File: src/rtl/tm1637_responder_pkg.sv
// Shared definitions for the TM1637 responder: command classes, command bit
// positions, FSM and frame-tracking encodings.
package tm1637_responder_pkg;

  // Command class lives in bits [7:6] of the first byte after a start.
  localparam logic [1:0] CMD_DATA = 2'b01;
  localparam logic [1:0] CMD_DISP = 2'b10;
  localparam logic [1:0] CMD_ADDR = 2'b11;

  // Bit positions inside command bytes.
  localparam int unsigned FIXED_ADDR = 2;
  localparam int unsigned READ       = 1;
  localparam int unsigned DISP_ON    = 3;

  typedef enum logic [2:0] {
    StIdle,
    StShift,
    StAck,
    StRdShift,
    StWaitStop
  } state_e;

  // What the next received byte means within the current frame.
  typedef enum logic [1:0] {
    FrCmd,     // first byte after start: a command
    FrNoData,  // after data/display/unknown command: further bytes are errors
    FrWrite,   // after a valid address command: bytes go to seg[addr]
    FrIgnore   // after an out-of-range address: bytes silently dropped
  } frame_e;

  function automatic logic [1:0] cmd_class(input logic [7:0] b);
    return b[7:6];
  endfunction

endpackage

File: src/rtl/tm1637_sync_edge.sv
// Input synchronizer plus edge detector for one TM1637 pin.
// Ports:
//   clk, rst_n : system clock, asynchronous active-low reset
//   pin        : asynchronous input pin
//   level      : synchronized level
//   rise, fall : one-cycle pulses on synchronized transitions
// The chain resets to 1 so an idle (pulled-up) bus produces no edge after reset.
module tm1637_sync_edge #(
  parameter int unsigned SYNC_STAGES = 2
) (
  input  logic clk,
  input  logic rst_n,
  input  logic pin,
  output logic level,
  output logic rise,
  output logic fall
);

  logic [SYNC_STAGES-1:0] sync_q;
  logic                   prev_q;

  always_ff @(posedge clk or negedge rst_n) begin
    if (!rst_n) begin
      sync_q <= '1;
      prev_q <= 1'b1;
    end else begin
      sync_q <= {sync_q[SYNC_STAGES-2:0], pin};
      prev_q <= sync_q[SYNC_STAGES-1];
    end
  end

  always_comb begin
    level = sync_q[SYNC_STAGES-1];
    rise  = level & ~prev_q;
    fall  = ~level & prev_q;
  end

endmodule

File: src/rtl/tm1637_responder.sv
// Device-side end of the TM1637 CLK/DIO link. Decodes start/stop and LSB-first
// bytes, ACKs each byte, and applies data/address/display-control commands to
// a digit register file.
// Ports:
//   clk_50M, rst_n        : system clock, asynchronous active-low reset
//   tm1637_clk/dio        : link clock and wire-level data (async)
//   dio_oe                : 1 = pull DIO low
//   seg_data              : digit registers, digit0 in [7:0]
//   display_on/brightness : display-control state
//   key_code              : key-scan byte returned by a read command
//   byte_strobe/rx_byte   : one-cycle pulse and value of each ACKed byte
//   proto_err             : one-cycle pulse on protocol error
// Build option: define TM1637_KEYREAD_EN to return key_code on read commands;
// otherwise reads are ACKed and DIO stays released (initiator sees 0xFF).
module tm1637_responder
  import tm1637_responder_pkg::*;
#(
  parameter int unsigned NUM_DIGITS  = 6,
  parameter int unsigned SYNC_STAGES = 2
) (
  input  logic                    clk_50M,
  input  logic                    rst_n,
  input  logic                    tm1637_clk,
  input  logic                    tm1637_dio,
  output logic                    dio_oe,
  output logic [8*NUM_DIGITS-1:0] seg_data,
  output logic                    display_on,
  output logic [2:0]              brightness,
  input  logic [7:0]              key_code,
  output logic                    byte_strobe,
  output logic [7:0]              rx_byte,
  output logic                    proto_err
);

  localparam int unsigned AW = (NUM_DIGITS > 1) ? $clog2(NUM_DIGITS) : 1;

  logic clk_lvl, clk_rise, clk_fall;
  logic dio_lvl, dio_rise, dio_fall;

  tm1637_sync_edge #(.SYNC_STAGES(SYNC_STAGES)) u_sync_clk (
    .clk   (clk_50M),
    .rst_n (rst_n),
    .pin   (tm1637_clk),
    .level (clk_lvl),
    .rise  (clk_rise),
    .fall  (clk_fall)
  );

  tm1637_sync_edge #(.SYNC_STAGES(SYNC_STAGES)) u_sync_dio (
    .clk   (clk_50M),
    .rst_n (rst_n),
    .pin   (tm1637_dio),
    .level (dio_lvl),
    .rise  (dio_rise),
    .fall  (dio_fall)
  );

  // CLK high in both previous and current sample; a simultaneous CLK edge
  // therefore masks start/stop.
  logic clk_held, start_cond, stop_cond;
  assign clk_held   = clk_lvl & ~clk_rise;
  assign start_cond = clk_held & dio_fall;
  assign stop_cond  = clk_held & dio_rise;

  logic [7:0] key_src;
`ifdef TM1637_KEYREAD_EN
  assign key_src = key_code;
`else
  logic unused_key;
  assign unused_key = ^key_code;
  assign key_src    = 8'hFF;
`endif

  state_e                    state_q, state_d;
  frame_e                    frame_q, frame_d;
  logic [2:0]                bit_cnt_q, bit_cnt_d;
  logic                      pend_q, pend_d;   // a rise was sampled, its fall not yet seen
  logic [6:0]                shreg_q, shreg_d;
  logic                      ack_seen_q, ack_seen_d;
  logic                      drive_q, drive_d;
  logic [3:0]                rd_cnt_q, rd_cnt_d;
  logic [AW-1:0]             addr_q, addr_d;
  logic                      auto_inc_q, auto_inc_d;
  logic                      read_mode_q, read_mode_d;
  logic [NUM_DIGITS-1:0][7:0] seg_q, seg_d;
  logic                      disp_on_q, disp_on_d;
  logic [2:0]                bright_q, bright_d;
  logic                      strobe_q, strobe_d;
  logic [7:0]                rx_q, rx_d;
  logic                      err_q, err_d;
  logic [7:0]                byte_in;

  // Completed byte at the 8th rise: bit 7 is the current DIO sample.
  assign byte_in = {dio_lvl, shreg_q};

  // State register
  always_ff @(posedge clk_50M or negedge rst_n) begin
    if (!rst_n) state_q <= StIdle;
    else        state_q <= state_d;
  end

  always_ff @(posedge clk_50M or negedge rst_n) begin
    if (!rst_n) begin
      frame_q     <= FrCmd;
      bit_cnt_q   <= '0;
      pend_q      <= 1'b0;
      shreg_q     <= '0;
      ack_seen_q  <= 1'b0;
      drive_q     <= 1'b0;
      rd_cnt_q    <= '0;
      addr_q      <= '0;
      auto_inc_q  <= 1'b1;
      read_mode_q <= 1'b0;
      seg_q       <= '0;
      disp_on_q   <= 1'b0;
      bright_q    <= '0;
      strobe_q    <= 1'b0;
      rx_q        <= '0;
      err_q       <= 1'b0;
    end else begin
      frame_q     <= frame_d;
      bit_cnt_q   <= bit_cnt_d;
      pend_q      <= pend_d;
      shreg_q     <= shreg_d;
      ack_seen_q  <= ack_seen_d;
      drive_q     <= drive_d;
      rd_cnt_q    <= rd_cnt_d;
      addr_q      <= addr_d;
      auto_inc_q  <= auto_inc_d;
      read_mode_q <= read_mode_d;
      seg_q       <= seg_d;
      disp_on_q   <= disp_on_d;
      bright_q    <= bright_d;
      strobe_q    <= strobe_d;
      rx_q        <= rx_d;
      err_q       <= err_d;
    end
  end

  // Next-state and datapath
  always_comb begin
    state_d     = state_q;
    frame_d     = frame_q;
    bit_cnt_d   = bit_cnt_q;
    pend_d      = pend_q;
    shreg_d     = shreg_q;
    ack_seen_d  = ack_seen_q;
    drive_d     = drive_q;
    rd_cnt_d    = rd_cnt_q;
    addr_d      = addr_q;
    auto_inc_d  = auto_inc_q;
    read_mode_d = read_mode_q;
    seg_d       = seg_q;
    disp_on_d   = disp_on_q;
    bright_d    = bright_q;
    strobe_d    = 1'b0;
    rx_d        = rx_q;
    err_d       = 1'b0;

    if (start_cond || stop_cond) begin
      // A lone pending rise with no committed bits is the clock that precedes
      // a stop or repeated start, not a partial byte.
      if (state_q == StShift && bit_cnt_q != 3'd0) err_d = 1'b1;
      drive_d    = 1'b0;
      bit_cnt_d  = '0;
      pend_d     = 1'b0;
      ack_seen_d = 1'b0;
      if (start_cond) begin
        state_d     = StShift;
        frame_d     = FrCmd;
        read_mode_d = 1'b0;
      end else begin
        state_d = StIdle;
      end
    end else begin
      case (state_q)
        StShift: begin
          if (clk_rise) begin
            if (bit_cnt_q == 3'd7) begin
              state_d    = StAck;
              bit_cnt_d  = '0;
              pend_d     = 1'b0;
              ack_seen_d = 1'b0;
              strobe_d   = 1'b1;
              rx_d       = byte_in;
              case (frame_q)
                FrCmd: begin
                  case (cmd_class(byte_in))
                    CMD_DATA: begin
                      auto_inc_d = ~byte_in[FIXED_ADDR];
`ifdef TM1637_KEYREAD_EN
                      read_mode_d = byte_in[READ];
`endif
                      frame_d = FrNoData;
                    end
                    CMD_DISP: begin
                      disp_on_d = byte_in[DISP_ON];
                      bright_d  = byte_in[2:0];
                      frame_d   = FrNoData;
                    end
                    CMD_ADDR: begin
                      if (32'(byte_in[3:0]) < NUM_DIGITS) begin
                        addr_d  = AW'(byte_in[3:0]);
                        frame_d = FrWrite;
                      end else begin
                        err_d   = 1'b1;
                        frame_d = FrIgnore;
                      end
                    end
                    default: begin
                      err_d   = 1'b1;
                      frame_d = FrNoData;
                    end
                  endcase
                end
                FrWrite: begin
                  seg_d[addr_q] = byte_in;
                  if (auto_inc_q) begin
                    addr_d = (32'(addr_q) == NUM_DIGITS - 1) ? '0 : addr_q + AW'(1);
                  end
                end
                FrIgnore: ;
                default: err_d = 1'b1;
              endcase
            end else begin
              shreg_d[bit_cnt_q] = dio_lvl;
              pend_d             = 1'b1;
            end
          end else if (clk_fall && pend_q) begin
            bit_cnt_d = bit_cnt_q + 3'd1;
            pend_d    = 1'b0;
          end
        end
        StAck: begin
          if (clk_fall) begin
            if (!drive_q) begin
              drive_d = 1'b1;
            end else if (ack_seen_q) begin
              // Fall after the 9th rise: release, or put read bit 0 out.
              if (read_mode_q) begin
                drive_d  = ~key_src[0];
                rd_cnt_d = 4'd1;
                state_d  = StRdShift;
              end else begin
                drive_d = 1'b0;
                state_d = StShift;
              end
            end
          end else if (clk_rise && drive_q) begin
            ack_seen_d = 1'b1;
          end
        end
        StRdShift: begin
          if (clk_fall) begin
            if (rd_cnt_q == 4'd8) begin
              drive_d = 1'b0;
              state_d = StWaitStop;
            end else begin
              drive_d  = ~key_src[rd_cnt_q[2:0]];
              rd_cnt_d = rd_cnt_q + 4'd1;
            end
          end
        end
        default: ;
      endcase
    end
  end

  // Outputs
  always_comb begin
    dio_oe      = drive_q;
    seg_data    = seg_q;
    display_on  = disp_on_q;
    brightness  = bright_q;
    byte_strobe = strobe_q;
    rx_byte     = rx_q;
    proto_err   = err_q;
  end

endmodule

File: config.mk
export PLATFORM = sky130hd
export DESIGN_NAME = tm1637_responder
export DESIGN_NICKNAME = d
export VERILOG_FILES = /design/src/rtl/tm1637_responder_pkg.sv /design/src/rtl/tm1637_sync_edge.sv /design/src/rtl/tm1637_responder.sv
export SDC_FILE = /design/constraint.sdc
export NUM_CORES = 1
export LEC_CHECK = 0
export CORE_MARGIN = 3
export CORE_UTILIZATION = 35
export DETAILED_ROUTE_END_ITERATION = 7
export GPL_TIMING_DRIVEN = 0
export PLACE_DENSITY = 0.71
export RECOVER_POWER = 100
export SETUP_SLACK_MARGIN = 0.5
export SLEW_MARGIN = 20
export SYNTH_ARGS = -nofsm -noshare
export SYNTH_HDL_FRONTEND = slang
export SYNTH_HIERARCHICAL = 1
export SYNTH_SLANG_ARGS = --single-unit
File: constraint.sdc
create_clock -name clk_50M -period 2.5 [get_ports clk_50M]
set_clock_uncertainty 0.1 [all_clocks]
set_input_delay 0.625 -clock clk_50M [delete_from_list [all_inputs] [get_ports clk_50M]]
set_output_delay 0.625 -clock clk_50M [all_outputs]
set_load 0.005 [all_outputs]
# Word-level counts from Yosys, hierarchy flattened
# Memory sizes are Yosys's and may differ from the RTL's.
# Index checks and enable logic that the tools add are counted.
# classes
div_mod_pow,0
mux,68
n_shift,0
reduce_logical,33
eq_ne,30
addsub,3
n_lt_le_gt_ge,6
multipliers,0
n_bitwise,17
# op_table
operator,count
$mux W3,17
$bwmux W48,1
$mux W1,30
$demux W8 S3,1
$ne A3 B3 Y1 const B,8
$reduce_and A8 Y1,3
$ne A2 B2 Y1 const B,9
$reduce_and A5 Y1,3
$mux W2,7
$lt A3 B4 Y1 const B,3
$mux W4,3
$reduce_and A6 Y1,2
$reduce_bool A2 Y1,6
$reduce_bool A3 Y1,4
$not A1 Y1,10
$pmux W3 S3,1
$eq A2 B2 Y1 const B,4
$mux W8,1
$pmux W1 S2,4
$reduce_and A4 Y1,2
$and A1 B1 Y1,7
$bwmux W7,1
$add A3 B1 Y3 const B,2
$eq A3 B2 Y1 const B,2
other kinds (18),26
# totals
mem_bits_rw,0
romBits,8
latch_bits,0
n_memories,1
register_bits,94
in_bits,12
wordCells,183
# mem_list
memory,words,width,rd,rd_clocked_by_memory_dff,write_ports,line_no,source
(no name shown),8,1,1,0,0,tm1637_responder.sv:259,drive_d = ~key_src[rd_cnt_q[2:0]];

# Logic depth before layout (Yosys ltp)
# Gate-level depths: netlist (run 1).
# logic_depth
depth_word,8
depth_mapped,7

# Modules after synthesis
# The synthesis (run 1) kept the hierarchy.
# by_module_without_submodules
module,n_inst,area_per_inst_um2,cells_per_inst
tm1637_responder,1,3816.2,290
tm1637_sync_edge,2,93.8,5

# Worst setup path before layout (run 1)
# OpenSTA, ideal clock, no wires.
# synth_path
path_kind,reg2reg
start,reg u_sync_clk.sync_q[1]
end,reg seg_q (netlist bit seg_data[32])
arrival_ns,2.134
t_required_ns,2.275
synth_period_minus_slack_ns,2.358
stages_incl_launch_ff,7
path_slack_ns,0.142
cell_sequence,dfstp_2 nor2b_1 nand2_1 nor4_4 and3b_1 buf_6 mux2_2
# synth_via
elab_chain_len,7
word_cells_on_any_way,8
cone_classes,bitwise (6); reduce/logical (2)
# synth_lines
element,line_no,source
start: declaration,tm1637_sync_edge.sv:19,logic [SYNC_STAGES-1:0] sync_q;
start signal: assignment,tm1637_sync_edge.sv:27,"sync_q <= {sync_q[SYNC_STAGES-2:0], pin};"
$and A1 B1 Y1 (*),tm1637_sync_edge.sv:34,rise = level & ~prev_q;
net clk_rise,tm1637_responder.sv:37,"logic clk_lvl, clk_rise, clk_fall;"
$not A1 Y1,tm1637_responder.sv:61,assign clk_held = clk_lvl & ~clk_rise;
$and A1 B1 Y1,tm1637_responder.sv:61,
$and A1 B1 Y1 (on tied branches),"tm1637_responder.sv:62, tm1637_responder.sv:63",
$logic_or A1 B1 Y1,tm1637_responder.sv:160,if (start_cond || stop_cond) begin
$not A1 Y1 (no line),n/a,
$reduce_and A5 Y1 (no line) (*),n/a,
end signal: assignment,tm1637_responder.sv:131,seg_q <= seg_d;
end: declaration,tm1637_responder.sv:85,"logic [NUM_DIGITS-1:0][7:0] seg_q, seg_d;"
# The timed path passes the listed nets; every way through them passes the cells marked *.
# A chain may end at the register's enable or synchronous reset.

# Worst setup path after layout (run 1)
# layout_path
start,reg state_q[0]
end,reg shreg_q[4]
# layout_via
elab_chain_len,2
# layout_lines
element,line_no,source
start: declaration,tm1637_responder.sv:74,"state_e state_q, state_d;"
start signal: assignment,tm1637_responder.sv:98,if (!rst_n) state_q <= StIdle;
start signal: assignment,tm1637_responder.sv:99,else state_q <= state_d;
$eq A3 B1 Y1,tm1637_responder.sv:176,case (state_q)
$reduce_and A4 Y1 (no line),n/a,
end signal: assignment,tm1637_responder.sv:124,shreg_q <= shreg_d;
end: declaration,tm1637_responder.sv:78,"logic [6:0] shreg_q, shreg_d;"
# No other way between the ends.

==> results of run 1 <==
## sequential cells by signal (all words and copies together) (netlist names)
register	cells
rx_byte	8
u_sync_dio/sync_q	2
u_sync_dio/prev_q	1
display_on	1
pend_q	1
rd_cnt_q	4
u_sync_clk/sync_q	2
bit_cnt_q	3
auto_inc_q	1
u_sync_clk/prev_q	1
state_q	3
proto_err	1
dio_oe	1
byte_strobe	1
addr_q	3
frame_q	2
seg_data	48
shreg_q	7
brightness	3
ack_seen_q	1
## per-stage QoR
step	utilization [%]	power, mW	setup slack, ns	instance area, um^2	hold slack [ns]
after floorplan	-	1.64	0.411	4080	0.229
after global placement	44.5	1.71	-3.03	4910	0.247
after detailed placement	44.8	1.71	0.247	4940	0.251
after CTS	49.5	3.13	0.379	5470	0.0857
after global routing	49.7	3.22	0.160	5480	0.273
final	49.7	3.09	0.244	5480	0.263
## critical path, cell delays in order, from the launching register on
cell	delay, ns
dfrtp_1	0.32
clkbuf_1	0.14
or3b_1	0.49
or3_1	0.53
nor3b_4	0.24
mux2_4	0.31
## what timing repair did
item / 4_1_cts / 5_1_grt
pin swaps: 6 / 5
resized for setup: 21 / 13
setup buffers: 15 / 3
setup endpoints to repair: 72 / 72
cloned: 1 / 0
## path summary, 6_finish.rpt
| path | from | end | slack, ns | cells after the start |
|---|---|---|---|---|
| worst min register to register | u_sync_clk/sync_q[0] | u_sync_clk/sync_q[1] | 0.26 | 0 |
| worst min-delay path | u_sync_clk/sync_q[0] | u_sync_clk/sync_q[1] | 0.26 | 0 |
| worst max register to register | state_q[0] | shreg_q[4] | 0.24 | 5 |
| worst max-delay path | state_q[0] | shreg_q[4] | 0.24 | 5 |
| max in group asynchronous | rst_n | bit_cnt_q[1] | 0.49 | 1 |
| min in group asynchronous | rst_n | bit_cnt_q[2] | 0.75 | 1 |
## cells in the final DEF, fill, tap and decap left out, drive strengths merged, types with 4 or more instances in the layout
master / synthesis / layout
nand3: 4 / 4
nor2: 14 / 14
dfstp: 7 / 7
a21oi: 8 / 8
dlygate4sd3: 0 / 65
ha: 8 / 8
nand2b: 4 / 4
nor2b: 5 / 5
mux2: 69 / 69
clkbuf: 5 / 20
nand2: 15 / 15
nor3: 6 / 6
inv: 12 / 14
buf: 8 / 23
dfrtp: 87 / 87
mux2i: 4 / 4
o21ai: 6 / 6
## layout make-up
type / count / area [um^2]
clock inverters: 6 / 68.8
plain buffers: 13 / 73.8
well taps: 140 / 175
multi-input cells: 181 / 1680
inverters: 12 / 45.0
fillers: 993 / 5550
repair buffers: 86 / 830
clock buffers: 10 / 239
flip-flops and latches: 94 / 2360
## routing by layer
layer | part of all wire (%) | up-vias | track usage, %
met1 | 42 | 1390 | 18.8
met2 | 50 | 77 | 23.7
met5 | 0 | - | 0
li1 | - | 1263 | -
met3 | 7.0 | 13 | 4.22
met4 | 1.1 | 0 | 3.45
## power by group
part / switching [mW] / leakage [nW] / internal [mW]
clock network: 0.580 / 0.149 / 0.809
logic: 0.103 / 1.32 / 0.0483
registers: 0.00866 / 1.28 / 1.54
## kinds of logic (layout without fill, tap and decap cells)
kind of cell	after synthesis	count (layout)	synth area share, %
mux	73	73	20.4
xor+xnor	3	3	0.656
compound gates	31	31	5.19
fa+ha+maj	8	8	2.50
buf+inv	25	127	2.78
simple gates	66	66	9.50
flops	94	94	59.0
==> impl_metrics.ini, run 1 <==
[routing]
drc = 0
drt_iter0_markers = 123
vias = 2743
wire_per_inst_um = 16.2
first_pass_iters = 4
wl_um = 8790
viasPerCell = 5.06
ant_nets = 0

[cts]
numCtsBuffers = 9
cts_buffer_depth = 2
cts_hold_buffers = 0
clk_latency_ns = 0.33
htree_levels = 3
clkTransAtPathRegs_ns = 0.07
cts.sinks = 94
root_buffer = clkbuf_16
cts_tree = built

[synth]
yosysSeqAreaShare_pct = 59.0
synth_nets = 320
synth.top_cell.area_share_pct = 54.4
synth-seq-cells = 94
syn_avg_cell_area_um2 = 13.3
ys.flop_type = dfrtp_1
synth_edf_count = 0
async_flop_share_pct = 100
synth.most_common_cell = dfrtp_1
yosysWarnings = 6
yosysTopAreaCell = dfrtp_1
ys_types = 49
netlist_top_cells_area = dfrtp_1, mux2_2, dfstp_2, ha_1, nor2_1
synth_common_cells = dfrtp_1, mux2_2, nor2_1, nand2_1, inv_1
syn_inst = 300
netlist_area_um2 = 4000

[global_routing]
grt_pass1_vias = 2792
grt_max_degree = 61
track_usage_pct = 14.4
grt_remaining_overflow = 0
antenna_found_initial = 0
grt_pass1_wl_um = 14600

[status]
status = finished with violations
violations = max-capacitance violations, max-slew violations

[flow_run]
drv_cap = 1

[power]
ir_drop_uv = 365
power-per-cell-area_nw_per_um2 = 564
p_leak_nw = 2.75

[setup_path]
worst-endpoint-arrival_ns = 2.38
crit_fanout = 5
cp-end-kind = register
start_kind = register
crit_type = register to register
worstPathRequired_ns = 2.62

[sta]
max_slew.worst_pin.slew_ns = 1.64
setup_tns_ns = 0
timing.slew.headroom_pct = -9.19
timing.fmax_mhz = 443
hold_viol = 0
min_period_over_period_pct = 90.2
setup_viol = 0
fin_crit_ns = 2.26
drv_slew = 35
grt_setup_unrepaired = true

[placement]
hpwl_um = 5690
io_buffers = 66
globalplace.congestion = 0.792
dp_cells = 507

[floorplanning]
die-area_um2 = 12800
io_pins = 75
num_rows = 38
fp.dieW_um = 113
start_util_pct = 36.3
core_area_um2 = 11000
die_h_um = 113

[layout]
layout-drive-gt1-share_pct = 33.1
diodes = 0
fin_nets = 417
area_delta_synth_final_pct = 36.8
fin_cells = 542

[hold_path]
hp-class = register to register
Note: power is estimated with default switching activity, not from simulation.
==> run 2: changes to the inputs <==
--- a/config.mk
+++ b/config.mk
@@ -5,10 +5,10 @@
 export SDC_FILE = /design/constraint.sdc
 export NUM_CORES = 1
 export LEC_CHECK = 0
+export CAP_MARGIN = 20
 export CORE_MARGIN = 3
 export CORE_UTILIZATION = 35
 export DETAILED_ROUTE_END_ITERATION = 7
-export GPL_TIMING_DRIVEN = 0
 export PLACE_DENSITY = 0.71
 export RECOVER_POWER = 100
 export SETUP_SLACK_MARGIN = 0.5
==> run 2 against run 1 <==
  * The run now ends clean
  * Count of clock-buffer cells in the layout stayed put
  * Critical path depth is 1 higher
  * Register-to-register slack better by 0.02 ns
  * Non-clock buffer count is 12 lower
==> impl_metrics.ini, run 2 (synthesis results as in run 1) <==
[status]
status = finished, final reports clean

[routing]
viasPerCell = 5.06
wire_per_inst_um = 16.8
drc = 0
wl_um = 8930
ant_nets = 0
vias = 2687
drt_iter0_markers = 118
first_pass_iters = 4

[power]
p_switching_mw = 0.710
p_comb_share_pct = 4.0
p_sw_share_pct = 23.8
p_seq_share_pct = 52.7
p_leak_nw = 2.67
pwr-share-clk_pct = 43.3
intPower_mw = 2.28
ir_drop_uv = 314
power-per-cell-area_nw_per_um2 = 558

[sta]
setup_viol = 0
hold_viol = 0
fin_crit_ns = 2.23
min_period_over_period_pct = 89.3
finalWorstSetupSlack_ns = 0.267
drv_slew = 0
setup_tns_ns = 0
timing.fmax_mhz = 448
timing.slew.headroom_pct = 37.1
grt_setup_unrepaired = true
max_slew.worst_pin.slew_ns = 0.943

[setup_path]
cp-end-kind = register
rr_worst_depth = 6
r2r_end = shreg_q[4]
r2r_setup_slack_ns = 0.27
worst-endpoint-arrival_ns = 2.37
slowest_delay_ns = 0.41
cp_top_family = simple AND/OR/NAND/NOR gates
path_buf_inv = 0
crit_fanout = 4
crit_slowest_cell = dfrtp_2
worstPathRequired_ns = 2.63
cp_num_cells = 6
crit_type = register to register
start_kind = register
worstPathCellList = ha_1 -> ha_4 -> nand2b_2 -> or3_1 -> nor3b_1 -> mux2_4
r2r_start = bit_cnt_q[1]

[layout]
fin_nets = 406
area_delta_synth_final_pct = 33.6
final_area_um2 = 5350
final_cell_mix = dfrtp_1, dlygate4sd3_1, mux2_2
final_common_cell = dfrtp_1
largest_reg_flops = 48
fill_cells = 1009
fin_util_pct = 48.5
seqCellArea_um2 = 2360
diodes = 0
multi_input_area_um2 = 1670
layout-drive-gt1-share_pct = 31.5

[floorplanning]
die-area_um2 = 12800
die_h_um = 113
fp.dieW_um = 113
start_util_pct = 36.3
num_rows = 38
core_area_um2 = 11000
io_pins = 75

[placement]
placed_cell_area_um2 = 4920
hpwl_um = 5960
globalplace.congestion = 0.818
io_buffers = 66
dp_slack_ns = 0.273

[global_routing]
grt_max_degree = 37
track_usage_pct = 14.7
grt_pass1_vias = 2927
grt_pass1_wl_um = 14900
grt_remaining_overflow = 0
antenna_found_initial = 0

[cts]
cts.sinks = 94
clk_latency_ns = 0.34
cts_tree = built
cts_buffer_depth = 2
htree_levels = 3
cts_hold_buffers = 0
numCtsBuffers = 9
root_buffer = clkbuf_16
clkTransAtPathRegs_ns = 0.07

[hold_path]
hold_path_end = u_sync_clk/sync_q[1]
hp-class = register to register
hold_path_depth = 0
worstHoldStart = u_sync_clk/sync_q[0]

[flow_run]
drv_cap = 0
-- run 2: cell count changes in the layout (fill, tap and decap cells not counted), sizes merged --
cell,delta
bufinv,-1
inv,+2
clkinv,-2
or3b,+1
dlygate4sd3,-2
buf,-8
clkdlybuf4s25,+2
clkbuf,-3
clkinvlp,+1
dlygate4sd2,-1
-- run 2: routing by layer --
layer / track usage [%] / wire length, um / vias to the layer above
li1: - / - / 1245
met4: 4.25 / 93 / 0
met5: 0 / 0 / -
met2: 24.4 / 4450 / 70
met3: 3.80 / 430 / 9
met1: 19.0 / 3950 / 1363
-- run 2: how the worst max path moves through the flow --
stage                               from           end  slack, ns
floorplan           u_sync_clk/sync_q[1]  seg_data[32]       0.41
global placement              state_q[1]  seg_data[20]       0.31
detailed placement  u_sync_clk/sync_q[1]  seg_data[29]       0.27
finish                      bit_cnt_q[1]    shreg_q[4]       0.27
global route                  state_q[1]  seg_data[38]       0.22
CTS                         bit_cnt_q[1]    shreg_q[4]       0.45
-- run 2: power groups by stage --
stage	registers [mW]	clock network, mW	logic, mW
finish	1.57	1.29	0.119
global route	1.58	1.40	0.133
CTS	1.57	1.34	0.126
detailed placement	1.60	0	0.107
global placement	1.60	0	0.104
floorplan	1.58	0	0.0655
-- run 2: repair_timing --
action / in CTS / in global routing
setup buffers: 11 / 1
gates resized for setup: 19 / 22
setup endpoints to repair: 64 / 72
gates cloned: 1 / 0
pin swaps: 9 / 5
-- run 2: through the flow --
stage               hold slack (ns)  std cells  power, mW
global placement              0.246        502       1.71
detailed placement            0.247        502       1.71
global route                  0.271        531       3.12
floorplan                     0.229        300       1.64
CTS                           0.160        530       3.04
finish                        0.260        531       2.99
-- run 2: final cells by class --
class / instances / share of cell area [%]
sequential: 94 / 44.2
tap: 140 / 3.27
clock inverter: 6 / 0.982
timing repair buffer: 87 / 15.3
clock buffer: 10 / 4.28
multi-input combinational: 182 / 31.2
inverter: 12 / 0.842
